--- config.mk ---
export PLATFORM = sky130hd
export DESIGN_NAME = rr_arb16_ctrl
export DESIGN_NICKNAME = d
export VERILOG_FILES = /design/src/rtl/rr_arb16_pkg.sv /design/src/rtl/rr_arb16_ctrl_onehot_enc.sv /design/src/rtl/rr_arb16_ctrl.sv
export SDC_FILE = /design/constraint.sdc
export NUM_CORES = 1
export LEC_CHECK = 0
export ABC_CLOCK_PERIOD_IN_PS = 10930
export BUFFER_PORTS_ARGS = -buffer_cell sky130_fd_sc_hd__buf_2
export CORE_ASPECT_RATIO = 1.5
export CORE_UTILIZATION = 35
export DETAILED_ROUTE_END_ITERATION = 6
export SLEW_MARGIN = 5
export SYNTH_ARGS = -nofsm -noshare
export SYNTH_HDL_FRONTEND = slang
export SYNTH_SLANG_ARGS = --single-unit
--- constraint.sdc ---
create_clock -name clk -period 10.93 [get_ports clk]
set_clock_uncertainty 0.15 [all_clocks]
set_input_delay 0.5465 -clock clk [delete_from_list [all_inputs] [get_ports clk]]
set_output_delay 0.5465 -clock clk [all_outputs]
set_load 0.01 [all_outputs]
--- src/rtl/rr_arb16_pkg.sv ---
// Shared constants and types for the 16-way round-robin arbiter.
// Back-to-back regrant is enabled by defining ARB_BACK_TO_BACK_EN.
package rr_arb16_pkg;

  localparam int NREQ  = 16;
  localparam int IDX_W = 4;

  typedef enum logic {
    IDLE  = 1'b0,
    GRANT = 1'b1
  } arb_state_t;

  typedef logic [7:0] hold_t;

endpackage

--- src/rtl/rr_arb16_ctrl_onehot_enc.sv ---
// One-hot to 4-bit index encoder.
// Any input that is not exactly one-hot encodes to 0.
module onehot_enc_16to4
  import rr_arb16_pkg::*;
(
  input  logic [NREQ-1:0]  onehot,
  output logic [IDX_W-1:0] idx
);

  logic              is_onehot;
  logic [NREQ-1:0]   low_clr;
  logic [IDX_W-1:0]  acc;

  assign low_clr   = onehot & (onehot - NREQ'(1));
  assign is_onehot = (onehot != '0) && (low_clr == '0);

  always_comb begin
    acc = '0;
    for (int i = 0; i < NREQ; i++) begin
      if (onehot[i]) acc = acc | IDX_W'(i);
    end
  end

  assign idx = is_onehot ? acc : '0;

endmodule

--- src/rtl/rr_arb16_ctrl.sv ---
// Round-robin arbiter: 16 requesters, held grant, done/timeout release.
// Define ARB_BACK_TO_BACK_EN to regrant on the release cycle (no bubble).
module rr_arb16_ctrl
  import rr_arb16_pkg::*;
#(
  parameter int MAX_HOLD = 15
) (
  input  logic        clk,
  input  logic        reset,
  input  logic [15:0] req,
  input  logic        done,
  output logic        grant_val,
  output logic [15:0] grant,
  output logic [3:0]  grant_idx,
  output logic        timeout,
  output logic        err_sticky
);

  localparam hold_t HOLD_MAX = hold_t'(MAX_HOLD);

  arb_state_t       state_q, state_d;
  logic [IDX_W-1:0] ptr_q, ptr_d;
  hold_t            hold_q, hold_d;
  logic [NREQ-1:0]  grant_q, grant_d;
  logic [IDX_W-1:0] idx_q, idx_d;
  logic             gval_q, gval_d;
  logic             tout_q, tout_d;
  logic             err_q, err_d;

  logic [IDX_W-1:0] scan_ptr;
  logic [NREQ-1:0]  rot;
  logic [NREQ-1:0]  rot_low;
  logic [NREQ-1:0]  win;
  logic [IDX_W-1:0] win_idx;
  logic [2*NREQ-1:0] rot_w;
  logic [2*NREQ-1:0] back_w;
  logic             release_now;

  // While granting, scan from the slot after the holder.
  assign scan_ptr = (state_q == GRANT) ? idx_q + IDX_W'(1) : ptr_q;

  assign rot_w   = {req, req} >> scan_ptr;
  assign rot     = rot_w[NREQ-1:0];
  assign rot_low = rot & (~rot + NREQ'(1));
  assign back_w  = {rot_low, rot_low} << scan_ptr;
  assign win     = back_w[2*NREQ-1:NREQ];

  onehot_enc_16to4 u_enc (
    .onehot (win),
    .idx    (win_idx)
  );

  assign release_now = done || (hold_q == HOLD_MAX);

  always_comb begin
    state_d = state_q;
    ptr_d   = ptr_q;
    hold_d  = hold_q;
    grant_d = grant_q;
    idx_d   = idx_q;
    gval_d  = gval_q;
    tout_d  = 1'b0;
    err_d   = err_q;
    unique case (state_q)
      IDLE: begin
        if (req != '0) begin
          state_d = GRANT;
          grant_d = win;
          idx_d   = win_idx;
          gval_d  = 1'b1;
          hold_d  = hold_t'(1);
        end
      end
      GRANT: begin
        if (release_now) begin
          ptr_d   = idx_q + IDX_W'(1);
          tout_d  = !done;
          err_d   = err_q | !done;
          state_d = IDLE;
          grant_d = '0;
          idx_d   = '0;
          gval_d  = 1'b0;
          hold_d  = '0;
`ifdef ARB_BACK_TO_BACK_EN
          if (req != '0) begin
            state_d = GRANT;
            grant_d = win;
            idx_d   = win_idx;
            gval_d  = 1'b1;
            hold_d  = hold_t'(1);
          end
`endif
        end else begin
          hold_d = hold_q + hold_t'(1);
        end
      end
      default: state_d = IDLE;
    endcase
  end

  always_ff @(posedge clk) begin
    if (reset) begin
      state_q <= IDLE;
      ptr_q   <= '0;
      hold_q  <= '0;
      grant_q <= '0;
      idx_q   <= '0;
      gval_q  <= 1'b0;
      tout_q  <= 1'b0;
      err_q   <= 1'b0;
    end else begin
      state_q <= state_d;
      ptr_q   <= ptr_d;
      hold_q  <= hold_d;
      grant_q <= grant_d;
      idx_q   <= idx_d;
      gval_q  <= gval_d;
      tout_q  <= tout_d;
      err_q   <= err_d;
    end
  end

  assign grant_val  = gval_q;
  assign grant      = grant_q;
  assign grant_idx  = idx_q;
  assign timeout    = tout_q;
  assign err_sticky = err_q;

endmodule

# Word-level counts from Yosys, hierarchy flattened
# Cells that the tools add are included.
# word_totals
reg_bits	36
# op_classes
add_sub_neg	4
reduce_logical	9
shift	2
bitwise_logic	6
n_mux	32
eq_ne	3
# ops
cell	count
$mux 4	12
$and 16x16->16	2
$mux 16	2
$pmux 16 s2	1
$reduce_bool 16->1	2
$shl 32x4->32	1
$shr 32x4->16	1
$add 16x1->16 const B	1
$logic_not 16->1	1
$mux 8	2
$not 16->16	1
$pmux 8 s2	1
$sub 16x1->16 const B	1
$mux 3	4
$add 8x1->8 const B	1
$eq 8x4->1 const B	1
$pmux 4 s2	1
$mux 1	5
$add 4x1->4 const B	1
$mux 2	2
$pmux 1 s2	2
$reduce_and 2->1	2
$reduce_or 3->1	1
$ne 2x1->1 const B	1
6 further kinds	7

# Depth between registers and ports, before layout
# Gate-level depths: netlist (run 1).
# depth
ltp_word	25
depth_mapped	17
depth_no_buf	13

# By module
# A second synthesis (run 1) with hierarchy kept.
# hier_totals
hier_cells	643
area_unflattened_um2	4556.9
# by_module_without_submodules
module	n_inst	area_each_um2	cells_per_inst
rr_arb16_ctrl	1	4244.1	600
onehot_enc_16to4	1	312.8	43

# Worst setup path after synthesis (run 1)
# No wires, ideal clock.
# synth_timing
kind	reg2reg
startpoint	register idx_q[0], in the netlist grant_idx[0]
endpoint	register idx_q[3], in the netlist grant_idx[3]
slack_ns	7.273
stages_incl_launch_ff	16
t_arrival_ns	3.377
t_required_ns	10.650
path_buffers	3
cell_sequence	dfxtp_1 ha_1 xnor2_1 a21o_1 buf_2 buf_2 buf_2 a221oi_1 mux4_2 mux2_2 nand2_1 o21ai_1 a22o_1 mux2_4 a2111oi_4 a31oi_1
# synth_between
elab_chain_len	18
elab_cells_between_ends	23
# synth_lines
item	line	rtl
start, declared	rr_arb16_ctrl.sv:25	logic [IDX_W-1:0] idx_q, idx_d;
start signal, assigned	rr_arb16_ctrl.sv:116	idx_q <= idx_d;
$add 4x1->4 *	rr_arb16_ctrl.sv:40	assign scan_ptr = (state_q == GRANT) ? idx_q + IDX_W'(1) : ptr_q;
$mux 4 *	rr_arb16_ctrl.sv:40	
$shr 32x4->16	rr_arb16_ctrl.sv:42	assign rot_w = {req, req} >> scan_ptr;
$not 16->16	rr_arb16_ctrl.sv:44	assign rot_low = rot & (~rot + NREQ'(1));
$add 16x1->16	rr_arb16_ctrl.sv:44	
$and 16x16->16	rr_arb16_ctrl.sv:44	
$shl 32x4->32 *	rr_arb16_ctrl.sv:45	assign back_w = {rot_low, rot_low} << scan_ptr;
parallel branches: the longest is 8 deep, another holds $sub 16x1->16	-	
$mux 4 *	rr_arb16_ctrl_onehot_enc.sv:24	assign idx = is_onehot ? acc : '0;
$mux 4 *	rr_arb16_ctrl.sv:66	if (req != '0) begin
$pmux 4 s2 *	rr_arb16_ctrl.sv:64	unique case (state_q)
# Every way passes the cells marked *. The select of a mux whose other input is x is not followed.
# A chain may end at the register's enable or synchronous reset.

# Worst setup path after layout (run 1)
# layout_timing
startpoint	register state_q
endpoint	register idx_q[3], in the netlist grant_idx[3]
# layout_between
elab_chain_len	17
elab_cells_between_ends	26
# layout_lines
item	line	rtl
start, declared	rr_arb16_ctrl.sv:21	arb_state_t state_q, state_d;
start signal, assigned	rr_arb16_ctrl.sv:112	state_q <= state_d;
parallel branches: the longest is 17 deep, another holds $add 16x1->16	-	
# Parallel ways; which one is timed is not known. The select of a mux whose other input is x is not followed.

==> flow_summary.ini, run 1 <==
[run_status]
status = finished clean

[min_path]
min-delay-start = err_sticky
hold_class = flip-flop to flip-flop

[timing]
holdWs_ns = 0.2990
min_period_ns = 5.166
worst_pin_slew_ns = 1.053
max_freq_ghz = 0.1936
rsz0062_at_grt = false
maxSlewViolCount = 0
setup_violations = 0
hold_violations = 0
finalCritPeriodShare = 0.4726
tns_ns = 0
slew_headroom = 0.2908

[synthesis]
synth_warnings = 0
synth_edf_count = 0
synthCells = 573
synth.net_count = 594
avgSynthCellArea_sq_um = 7.361
ys_types = 82
ys.flop_type = dfxtp_1
ys_seq_area_frac = 0.1709
syn_area_sq_um = 4218
ys_seq_elements = 36
synthArstFlopShare = 0

[grt]
grt_antenna_before_repair = 0
grt-ovfl-total = 0
grt_max_degree = 59
track_usage = 0.2701
first_global_vias = 4806
grt_first_pass_wirelength_um = 26120

[final_layout]
layout-drive-gt1-share = 0.1590
multi_input_area_sq_um = 3296
antennaDiodeCount = 0
fin_cells = 735
seqCellArea_sq_um = 720.7
syn2layout_area_growth_pct = 10.03
fillers = 1212
utilization = 0.3983
finalNetCount = 605

[clock_network]
cts_buffers = 5
cts.clk_slew.worst_paths_ns = 0.06
cts-root-buf = clkbuf_16
h-tree-depth = 2
cts_tree = yes
post_cts_buffers = 0
cts_num_sinks = 36
clk_latency_ns = 0.29
postCtsResizedCells = 0
holdBufCountCts = 0
cts_buffer_depth = 2

[routing]
drc = 0
wl_um = 16850
dr.pass1.iters = 5
drtIter0Drc = 498
vias_per_cell = 6.880
routedWlPerCell_um = 22.92
vias = 5057
drtAntennaViolNets = 0

[power_and_ir_drop]
leakagePower_uw = 0.001877
powerDensity_nw_per_um2 = 187.1
ir_worst_vdd_v = 0.0001884
total_power_uw = 868.2

[critical_path]
reg2reg_from = state_q
worstPathArrival_ns = 5.17
cp.required_ns = 10.94
critPathLaunch = state_q
critPathKind = flip-flop to flip-flop
worstPathMaxFanout = 25
critPathCaptureType = flip-flop
critPathLaunchType = flip-flop

[place]
io_buffers = 41
place.gp.congestion = 1.055
dp_cells = 727
dp.final_hpwl_um = 12640

[floorplanning]
die_area_sq_um = 12500
rows = 48
die_x_um = 91.63
fp.dieH_um = 136.5
num_io_pins = 42
floorplan.initialDensity = 0.3620
core-area_sq_um = 11650

[flow_run]
maxCapViolations = 0
## sequential cells by signal (all words and copies together) (netlist names)
signal,flops
grant_val,1
hold_q,8
grant,16
grant_idx,4
timeout,1
err_sticky,1
state_q,1
ptr_q,4
## critical path, cell delays in order, from the launching register on
cell and delay [ns]:
dfxtp_1 0.81, and2b_4 0.34, nor2_4 0.50, mux4_2 0.70, a22o_1 0.29, a221oi_2 0.34, mux2_2 0.25, nor2_1 0.05
o21ai_0 0.48, mux2i_1 0.32, nand3b_1 0.28, a2111oi_4 0.39, a31oi_1 0.12
## metrics by stage
stage / worst slack, ns / area, sq um
floorplan: 7.273 / 4218
global placement: 5.961 / 4473
detailed placement: 5.851 / 4473
CTS: 5.832 / 4641
global route: 5.425 / 4641
finish: 5.764 / 4641
## cells in the mapped netlist, drive strengths merged (9+ instances only)
master	instances	area, sq um
mux2i	16	160.2
nand3	61	310.3
dfxtp	36	720.7
a31oi	11	68.82
buf	16	101.3
o21ai	40	203.9
nor4	9	56.30
and3	24	150.1
nor3	20	105.1
nand2	48	187.7
nor2	36	145.1
a22o	11	96.34
a21oi	42	214.0
clkbuf	27	101.4
o31ai	11	82.58
## cells by family (layout without fill, tap and decap cells)
family          Yosys count  count (layout)  synth area share
simple gates            245             245            0.3115
compound gates          209             209            0.3575
buf+inv                  48              60           0.05251
flops                    36              36            0.1709
mux                      31              31           0.09760
fa+ha+maj                 2               2          0.005932
xor+xnor                  2               2          0.004154
## cells in the final DEF, fill, tap and decap left out, drive strengths merged, types with 3 or more instances in the layout
cell type	n
or2	3
nand2b	6
mux2i	16
inv	5
nor3	20
a211o	3
o211a	7
a22o	11
a21o	6
mux4	7
a211oi	5
o22ai	6
a221oi	5
nand4b	3
a32oi	6
a2111oi	8
a32o	5
buf	47
and2	8
o21ai	40
a311oi	7
mux2	8
dfxtp	36
o31ai	11
nand3b	4
o211ai	3
nand4	6
a21oi	42
nor2	36
and3	24
nor2b	4
clkbuf	5
a22oi	6
o21a	7
a31oi	11
nor4	9
nand3	61
nand2	48
## power breakdown
part	switching [uW]	total [uW]	internal, uW
sequential	13.4	158	144
combinational	359	547	189
clock	55.8	163	107
total	428	868	440
## area by class of cell
type                       count  share of cell area
timing repair buffer          47             0.05392
sequential                    36              0.1553
inverter                       5            0.004044
clock buffer                   5             0.02696
multi-input combinational    489              0.7102
tap                          150             0.04044
clock inverter                 3            0.009167
## worst paths after layout
check / endpoint / slack, ns / cells past startpoint
max reg2reg: grant_idx[3] / 5.76 / 12
max: grant_idx[3] / 5.76 / 12
min reg2reg: err_sticky / 0.30 / 1
min: err_sticky / 0.30 / 1
## routing by layer
layer,wire (um),global-route usage
met1,6138,0.2963
met2,8228,0.4816
met3,1200,0.03356
met4,1280,0.1861
met5,0,0
No activity file was read; power rests on OpenSTA's default activity.
==> inputs of run 2 (changes only) <==
- ABC_CLOCK_PERIOD_IN_PS: 10930 -> 5000
- clock period: 10.93 -> 5 ns (I/O delays scaled with it)
==> run 2 against run 1 <==
The flow now finishes with violations (design-rule violations). Critical path type unchanged. Worst setup slack worse by 5.4 ns. Sequential cell count stayed put. Cell count grew 1.5%. Routed wire length increased by 0.45%. Register-to-register slack lost 5.4 ns. Critical path depth is the same.
==> flow_summary.ini, run 2 (same netlist as run 1, synthesis figures left out) <==
[grt]
grt_max_degree = 34
first_global_vias = 4928
grt_antenna_before_repair = 0
track_usage = 0.2707
grt_first_pass_wirelength_um = 26490
grt-ovfl-total = 0

[power_and_ir_drop]
total_power_uw = 1886
ir_worst_vdd_v = 0.0002987
powerDensity_nw_per_um2 = 401.3
leakagePower_uw = 0.001922

[final_layout]
syn2layout_area_growth_pct = 11.42
largest_reg_flops = 16
final_common_cell = nand3_1
final_cell_mix = 60 x nand3_1, 47 x nand2_1, 41 x a21oi_1, 41 x buf_2, 36 x dfxtp_1
design_area_sq_um = 4700
fillers = 1238
seqCellArea_sq_um = 720.7
utilization = 0.4034
finalNetCount = 616
fin_cells = 746
multi_input_area_sq_um = 3303
antennaDiodeCount = 0
layout-drive-gt1-share = 0.1762

[critical_path]
critPathCaptureType = flip-flop
worstPathArrival_ns = 4.62
worstPathMaxFanout = 33
reg2reg_setup_slack_ns = 0.40
timing.rr.end = grant_idx[3]
crit_path_end = grant_idx[3]
cp.required_ns = 5.01
path_cells = ha_1 -> xnor2_1 -> a21oi_4 -> nand3_1 -> a311oi_1 -> o31ai_1 -> and3_1 -> and3_1 -> o31ai_1 -> o41ai_1 -> a221oi_1 -> a31oi_1
slowest_stage = a311oi_1
max_stage_delay_ns = 0.85
critPathLaunchType = flip-flop
critPathKind = flip-flop to flip-flop
critPathLaunch = grant_idx[0]
reg2reg_from = grant_idx[0]
r2r_cells = 12

[routing]
routedWlPerCell_um = 22.68
drtAntennaViolNets = 0
dr.pass1.iters = 7
vias_per_cell = 6.889
drc = 1
vias = 5139
drtIter0Drc = 558
wl_um = 16920

[clock_network]
postCtsResizedCells = 0
cts-root-buf = clkbuf_16
cts_num_sinks = 36
post_cts_buffers = 0
cts_buffers = 5
cts.clk_slew.worst_paths_ns = 0.06
cts_buffer_depth = 2
holdBufCountCts = 0
clk_latency_ns = 0.29
h-tree-depth = 2
cts_tree = yes

[floorplanning]
die_x_um = 91.63
core-area_sq_um = 11650
fp.dieH_um = 136.5
num_io_pins = 42
floorplan.initialDensity = 0.3620
rows = 48
die_area_sq_um = 12500

[timing]
rsz0062_at_grt = false
worst_pin_slew_ns = 0.9101
slew_headroom = 0.3869
hold_violations = 0
maxSlewViolCount = 0
finalCritPeriodShare = 0.9201
setup_violations = 0
min_period_ns = 4.600
max_freq_ghz = 0.2174
tns_ns = 0

[flow_run]
maxCapViolations = 0

[run_status]
status = finished, violations left
violations = design-rule violations

[min_path]
hold_class = input port to flip-flop

[place]
place.gp.congestion = 0.9964
placed_area_sq_um = 4548
io_buffers = 41
dp_cells = 737
dp.final_hpwl_um = 12550
run 2: changes by cell type in the layout (fill, tap and decap cells not counted), sizes merged:
cell / before / now
buf: 47 / 57
clkinv: 1 / 3
nor2: 36 / 37
clkinvlp: 1 / 0
bufinv: 1 / 0
run 2: worst min-delay path by stage:
| stage | endpoint | cells past startpoint | slack, ns | startpoint |
|---|---|---|---|---|
| after global routing | timeout | 2 | 0.03 | done |
| after detailed placement | grant[0] | 2 | 0.29 | grant[0] |
| after CTS | timeout | 2 | 0.03 | done |
| after global placement | err_sticky | 1 | 0.28 | err_sticky |
| after floorplan | timeout | 1 | 0.19 | done |
| final | timeout | 2 | 0.03 | done |
run 2: through the flow:
stage	hold slack [ns]	setup WS (ns)
finish	0.02726	0.3996
global route	0.02988	0.06331
CTS	0.02563	0.3543
detailed placement	0.2949	0.4059
global placement	0.2830	0.4068
floorplan	0.1925	1.343
run 2: layout make-up:
| cell class | instances | area share |
|---|---|---|
| repair buffers | 57 | 0.06922 |
| clock inverters | 3 | 0.003994 |
| flip-flops and latches | 36 | 0.1534 |
| clock buffers | 5 | 0.02662 |
| multi-input cells | 490 | 0.7029 |
| inverters | 5 | 0.003994 |
| well taps | 150 | 0.03994 |
run 2: where the power goes:
group	total, uW	internal [uW]	switching, uW	leakage, uW
Clock	307	183	124	0.0000736
Sequential	342	316	26.7	0.000293
Combinational	1240	433	803	0.00156
Total	1890	932	954	0.00192
run 2: layer usage:
layer | GRT usage | share of wire
met1 | 0.3046 | 0.36
met2 | 0.4724 | 0.48
met3 | 0.03356 | 0.071
met4 | 0.1878 | 0.080
met5 | 0 | 0
run 2: worst max-delay path, delay by kind of cell, from the launching register on:
kind                     cells  cell delay [ns]
AO/OA/AOI/OAI                7             2.62
adder cells (fa/ha/maj)      1             0.23
flip-flops                   1             0.36
AND/OR/NAND/NOR              3             0.92
XOR/XNOR                     1             0.19
==> inputs of run 3 (changes only) <==
- CORE_UTILIZATION: 35 -> 60
- PLACE_DENSITY: not set -> 0.81
==> run 3 against run 2 <==
The run still ends with design-rule violations left. Via count is 0.19% lower. Sequential cell count did not move. Clock-buffer cell count is 2 higher. Largest cell class unchanged.
==> flow_summary.ini, run 3 (same netlist as run 1, synthesis figures left out) <==
[grt]
first_global_vias = 4782
track_usage = 0.4295
grt_antenna_before_repair = 0
grt_max_degree = 34
grt_first_pass_wirelength_um = 25080
grt-ovfl-total = 0

[power_and_ir_drop]
power_frac_comb = 0.657
p_seq_frac = 0.188
leakagePower_uw = 0.001902
p_int_uw = 920.0
ir_worst_vdd_v = 0.0002889
powerDensity_nw_per_um2 = 401.9
switching_power_uw = 921.0
sw_frac_of_total = 0.5003
p_clk_frac = 0.155

[routing]
drtAntennaViolNets = 0
drc = 5
dr.pass1.iters = 7
vias = 5129
vias_per_cell = 7.632
routedWlPerCell_um = 23.35
drtIter0Drc = 912
wl_um = 15690

[final_layout]
utilization = 0.6731
finalNetCount = 614
final_cell_mix = 60 x nand3_1, 47 x nand2_1, 41 x a21oi_1, 41 x buf_2, 36 x dfxtp_1
fillers = 604
syn2layout_area_growth_pct = 8.603
final_common_cell = nand3_1
layout-drive-gt1-share = 0.1717
antennaDiodeCount = 0
largest_reg_flops = 16
fin_cells = 672

[clock_network]
clk_latency_ns = 0.30
cts-root-buf = clkbuf_8
cts_num_sinks = 36
cts_tree = yes
h-tree-depth = 2
cts_buffer_depth = 2
post_cts_buffers = 0
cts_buffers = 5
cts.clk_slew.worst_paths_ns = 0.07

[floorplanning]
floorplan.initialDensity = 0.6198
rows = 37
core-area_sq_um = 6805
num_io_pins = 42
die_area_sq_um = 7376
die_x_um = 70.46
fp.dieH_um = 104.7

[place]
dp_cells = 663
io_buffers = 41
dp.final_hpwl_um = 11680
place.gp.congestion = 1.045

[critical_path]
reg2reg_from = state_q
cp.required_ns = 5.08
max_stage_delay_ns = 0.68
critPathLaunchType = flip-flop
critPathCaptureType = flip-flop
critPathLaunch = state_q
worstPathArrival_ns = 4.87
slowest_stage = mux4_2
worstPathMaxFanout = 25
path_cells = and2b_4 -> nor2_4 -> mux4_2 -> a22o_1 -> a221oi_2 -> nor4b_4 -> nand3_2 -> o21ai_0 -> mux2i_1 -> nand3b_1 -> a2111oi_4 -> a31oi_1
critPathKind = flip-flop to flip-flop

[flow_run]
maxCapViolations = 0

[timing]
worst_pin_slew_ns = 1.046
finalCritPeriodShare = 0.9584
slew_headroom = 0.3026
holdWs_ns = 0.1734
min_period_ns = 4.792
maxSlewViolCount = 0
max_freq_ghz = 0.2087
tns_ns = 0
setup_violations = 0
hold_violations = 0
rsz0062_at_grt = false

[min_path]
hold_class = input port to flip-flop
min-delay-start = reset

[run_status]
violations = design-rule violations
status = finished, violations left
-- run 3: changes by cell type in the layout (fill, tap and decap cells not counted) --
cell           before  now
clkbuf_8            0    7
clkinv_2            2    0
dlygate4sd3_1       0    1
bufinv_16           0    1
buf_4              16   14
nor2_2              2    1
clkinv_4            1    0
clkbuf_16           5    0
-- run 3: worst max-delay path: cells and delay by family, from the launching register on --
kind	cells	cell delay, ns
and+or+nand+nor	5	1.64
DFF	1	0.64
muxes	2	0.94
AOI/OAI and AO/OA	5	1.32
-- run 3: timing repair --
item | CTS | global route
gates resized for setup | 0 | 1
endpoints found under the setup margin | 0 | 4
hold buffers | 1 | 0
endpoints found under the hold margin | 1 | 0
-- run 3: worst paths after layout --
kind,endpoint,slack (ns),cells after the start
setup / recovery,grant_idx[3],0.21,12
hold / removal,grant_val,0.17,2
setup reg to reg,grant_idx[3],0.21,12
hold reg to reg,err_sticky,0.30,1
-- run 3: per-layer routing --
metal	part of all wire	up-vias	track usage
met3	0.075	116	0.06365
met4	0.082	0	0.2900
met2	0.48	377	0.7367
li1	-	2304	-
met5	0	-	0
met1	0.36	2332	0.4796
-- run 3: final cells by class --
class / instances / area (sq um) / share of cell area
timing repair buffer: 56 / 320.3 / 0.06993
tap: 78 / 97.59 / 0.02131
multi-input combinational: 489 / 3297 / 0.7197
clock inverter: 1 / 30.03 / 0.006556
clock buffer: 7 / 96.34 / 0.02103
inverter: 5 / 18.77 / 0.004097
sequential: 36 / 720.7 / 0.1573
-- run 3: power groups by stage --
stage | Clock (uW) | Sequential (uW) | Combinational (uW)
floorplan | 0 | 353 | 841
global placement | 0 | 349 | 1140
detailed placement | 0 | 351 | 1150
CTS | 287 | 345 | 1160
global route | 298 | 349 | 1280
finish | 285 | 346 | 1210
-- run 3: stage by stage --
step	setup slack, ns	instance area, sq um	power (uW)
2_1_floorplan	1.343	4218	1194
3_3_place_gp	0.3222	4443	1489
3_5_place_dp	0.2813	4443	1501
4_1_cts	0.2643	4579	1791
5_1_grt	0.003651	4581	1930
6_report	0.2080	4581	1841
